===== src/rtl/pc_unit.sv =====
// Program counter stage: holds the fetch PC and selects sequential (+4) or redirect
// next PC, deferring a redirect until the current fetch completes.
module pc_unit #(
  parameter logic [31:0] RESET_PC = 32'h0000_0000
) (
  input  logic        clk_i,
  input  logic        rst_i,
  input  logic        stall_i,
  input  logic        br_take_i,
  input  logic [31:0] br_target_i,
  input  logic        if_ready_i,
  output logic        if_valid_o,
  output logic [31:0] pc_o,
  output logic [31:0] pc_plus4_o,
  output logic        misalign_err_o
);

  typedef enum logic [1:0] {
    BOOT = 2'd0,
    RUN  = 2'd1,
    PEND = 2'd2
  } state_e;

  state_e      state_q;
  logic [31:0] pc_q;
  logic [31:0] pend_tgt_q;
  logic        misalign_q;

  logic adv;
  logic tgt_ok;
  logic good_br;
  logic bad_br;

  assign if_valid_o     = (state_q != BOOT);
  assign pc_o           = pc_q;
  assign pc_plus4_o     = pc_q + 32'd4;
  assign misalign_err_o = misalign_q;

  assign adv     = if_valid_o & if_ready_i & ~stall_i;
  assign tgt_ok  = (br_target_i[1:0] == 2'b00);
  assign good_br = br_take_i & tgt_ok;
  assign bad_br  = br_take_i & ~tgt_ok;

  // A misaligned redirect only raises the error; PC and state act as if no branch.
  always_ff @(posedge clk_i) begin
    if (rst_i) begin
      state_q    <= BOOT;
      pc_q       <= RESET_PC;
      pend_tgt_q <= 32'd0;
      misalign_q <= 1'b0;
    end else begin
      misalign_q <= bad_br & (state_q != BOOT);
      case (state_q)
        BOOT: state_q <= RUN;
        RUN: begin
          if (good_br && adv) begin
            pc_q <= br_target_i;
          end else if (good_br) begin
            pend_tgt_q <= br_target_i;
            state_q    <= PEND;
          end else if (adv) begin
            pc_q <= pc_plus4_o;
          end
        end
        PEND: begin
          if (good_br) begin
            // Latest redirect wins over the one already pending.
            pend_tgt_q <= br_target_i;
            if (adv) begin
              pc_q    <= br_target_i;
              state_q <= RUN;
            end
          end else if (adv) begin
            pc_q    <= pend_tgt_q;
            state_q <= RUN;
          end
        end
        default: state_q <= BOOT;
      endcase
    end
  end

endmodule


===== config.mk =====
export PLATFORM = sky130hd
export DESIGN_NAME = pc_unit
export DESIGN_NICKNAME = d
export VERILOG_FILES = /design/src/rtl/pc_unit.sv
export SDC_FILE = /design/constraint.sdc
export NUM_CORES = 1
export LEC_CHECK = 0
export ABC_CLOCK_PERIOD_IN_PS = 5000
export CAP_MARGIN = 10
export CORE_MARGIN = 4
export CORE_UTILIZATION = 25
export DETAILED_ROUTE_END_ITERATION = 7
export PLACE_DENSITY_LB_ADDON = 0.1
export SLEW_MARGIN = 25
export SYNTH_ARGS = -nofsm -noshare
export SYNTH_HDL_FRONTEND = slang
export SYNTH_SLANG_ARGS = --single-unit

===== constraint.sdc =====
create_clock -name clk_i -period 5 [get_ports clk_i]
set_clock_uncertainty 0.2 [all_clocks]
set_input_delay 1 -clock clk_i [delete_from_list [all_inputs] [get_ports clk_i]]
set_output_delay 1 -clock clk_i [all_outputs]
set_load 0.005 [all_outputs]

==> results.tsv <==
metric	value	unit
antenna_found_initial	0	
reg2regPathDepth	8	
cts_resized	0	
p_leak	1.91	nW
pwr_density_cell	294	nW/um^2
finalNonFillerCells	802	
synth.distinct_cells	57	
start_util	25.6	%
track_usage	17.0	%
final_cell_area	5650	sq um
slew_headroom	49.7	%
grt_max_degree	60	
fin_tns_setup	0	ns
path_class	flop to output pin	
syn-cell-area	4080	sq um
die_x	136	microns
ys_seq_area_share	32.9	%
clkLatencyLatePin	0.35	ns
portBuffers	102	
grt_pass1_wl	24200	microns
vias	4093	
setup_ws	0.845	ns
syn_to_final_growth	38.5	%
cts_root_buffer	clkbuf_16	
final_nets	622	
timing.fmax	241	MHz
ff2ff_setup_slack	2.00	ns
dr.pass1.iters	4	
path_cells	nand4_1, or4_1, o31a_1, or2_2, clkdlybuf4s50_1	
cts_sinks	67	
syn_area_per_cell	8.28	sq um
crit_start	pc_o[4]	
dp_slack	1.01	ns
cp.depth	5	
cp-endpoint	pc_plus4_o[31]	
max_stage_delay	0.75	ns
status	finished, final reports clean	
fill_cells	1671	
cp-end-kind	output pin	
drive_above_1_share	9.73	%
cts_max_path_buffers	2	
met2_length	6660	microns
core-area	15900	sq um
hold_violations	0	
wl_met1	7530	microns
viasPerCell	5.10	
ios	103	
ys_ff_latch	67	
numCtsBuffers	9	
place_area	5320	sq um
route.final.wire_length	15400	microns
cpLargestDelayFamily	simple AND/OR/NAND/NOR gates	
hold_slack	0.281	ns
synth_edf_count	0	
cp_num_buf_inv	1	
finalSetupViolCount	0	
ir_drop	159	uV
dr.first_iter.drc_count	309	
final_antenna_net_count	0	
ys_warn_count	0	
cts_setup_buffers	0	
grt_pass1_vias	4137	
cap_viol_max_count	0	
synthCells	493	
hold_path.class	flop to flop	
setup.worst_path.start_class	flop	
synthFlopType	dfxtp_1	
die_height	136	microns
crit_slowest_cell	or4_1	
grt_overflow	0	
cp.required	3.80	ns
regToRegEndpoint	pc_o[10]	
async_flop_share	0	%
drc_errors	0	
cp.arrival	2.96	ns
hpwl	11100	microns
fp-row-count	46	
grt_setup_unrepaired	false	
clk_pin_slew	0.06	ns
reg2reg_from	state_q[0]	
cts_tree	done	
wl_met3	878	microns
synth_fp_nets	534	
cp_max_fo	8	
wl_per_cell	19.1	microns
cts_hold_buf	0	
finalCriticalPeriod	4.16	ns
tightest_slew	0.751	ns
dieArea	18400	sq um
antenna_cells	0	
placed_cells	785	
htreeDepth	3	
gp_congestion	0.819	
finalCritPeriodShare	83.1	%
drv_slew	0	
top_layer	met4	
worst min-delay path by stage:
stage,startpoint,endpoint,slack [ns],depth (start not counted)
finish,pend_tgt_q[0],pend_tgt_q[0],0.28,1
detailed placement,pend_tgt_q[0],pend_tgt_q[0],0.27,1
global placement,pend_tgt_q[18],pend_tgt_q[18],0.27,2
floorplan,pend_tgt_q[0],pc_o[0],0.25,2
CTS,pend_tgt_q[0],pend_tgt_q[0],0.28,1
global route,pend_tgt_q[0],pend_tgt_q[0],0.30,1
per-stage QoR:
step	utilization, %	power (mW)
after detailed placement	33.3	0.955
after global placement	33.3	0.952
after global routing	35.4	1.73
final	35.4	1.66
after floorplan	-	0.765
after CTS	35.4	1.67
kinds of logic (layout without fill, tap and decap cells):
logic type	after synthesis	count (layout)	share of synthesized area, %
AND/OR/NAND/NOR	173	173	21.3
AO/OA/AOI/OAI	119	119	20.6
flip-flops	67	67	32.9
XOR/XNOR	25	25	5.37
buffers and inverters	53	146	5.46
multiplexers	52	52	13.2
adder cells (fa/ha/maj)	4	4	1.23
metal layers:
metal  track usage [%]  up-vias
met5                 0        -
met4              6.83        0
met3              2.90       19
met2              25.2      107
met1              24.6     1967
li1                  -     2000
synth_stat cells (3+ instances only):
cell | n | area share [%]
dfxtp_1 | 67 | 33
a22oi_1 | 8 | 1.5
xnor2_1 | 17 | 3.6
a221o_1 | 8 | 2.0
inv_1 | 13 | 1.2
nand4_1 | 14 | 2.1
ha_1 | 4 | 1.2
nand3_1 | 15 | 1.8
xor2_1 | 8 | 1.7
and3_1 | 5 | 0.77
mux2_2 | 14 | 3.9
a31oi_1 | 3 | 0.46
nand2_1 | 42 | 3.9
a211oi_1 | 6 | 1.1
nor3_1 | 14 | 1.7
mux2i_1 | 38 | 9.3
clkbuf_1 | 25 | 2.3
a311oi_1 | 3 | 0.64
or2_2 | 3 | 0.46
nor4_1 | 8 | 1.2
o32ai_1 | 5 | 1.1
and4_1 | 3 | 0.64
or4_1 | 4 | 0.74
o31a_1 | 6 | 1.3
buf_2 | 13 | 1.6
o21ai_0 | 18 | 2.2
nor2_1 | 52 | 4.8
a21oi_1 | 30 | 3.7
worst register-to-register path, delay by kind of cell, from the launching register on:
| kind | cells | cell delay (ns) |
|---|---|---|
| adder cells (fa/ha/maj) | 1 | 0.23 |
| buffers and inverters | 2 | 0.38 |
| flip-flops | 1 | 0.36 |
| AO/OA/AOI/OAI | 3 | 1.08 |
| AND/OR/NAND/NOR | 2 | 0.71 |
power breakdown:
group          internal (mW)  switching (mW)  leakage, nW
clock network          0.461           0.254        0.165
logic                  0.168           0.174         1.20
registers              0.560          0.0421        0.543
cell type report:
class                   count  area [sq um]  share of cell area, %
flip-flops and latches     67          1340                   23.7
repair buffers            117          1130                   20.0
multi-input cells         373          2530                   44.8
well taps                 216           270                   4.78
inverters                  13          48.8                  0.864
clock inverters             5          75.1                   1.33
clock buffers              11           253                   4.47
flip-flops by register name, indices dropped and copies added, names as in the netlist:
name            count
pend_tgt_q         32
state_q             2
pc_o               32
misalign_err_o      1
placed cells by master (no fill, tap or decap), types with 15 or more instances in the layout:
| cell | count |
|---|---|
| clkdlybuf4s50_1 | 101 |
| dfxtp_1 | 67 |
| nor2_1 | 52 |
| nand2_1 | 42 |
| mux2i_1 | 38 |
| a21oi_1 | 30 |
| xnor2_1 | 17 |
| o21ai_0 | 17 |
| nand3_1 | 15 |
Note: power is estimated with default switching activity, not from simulation.
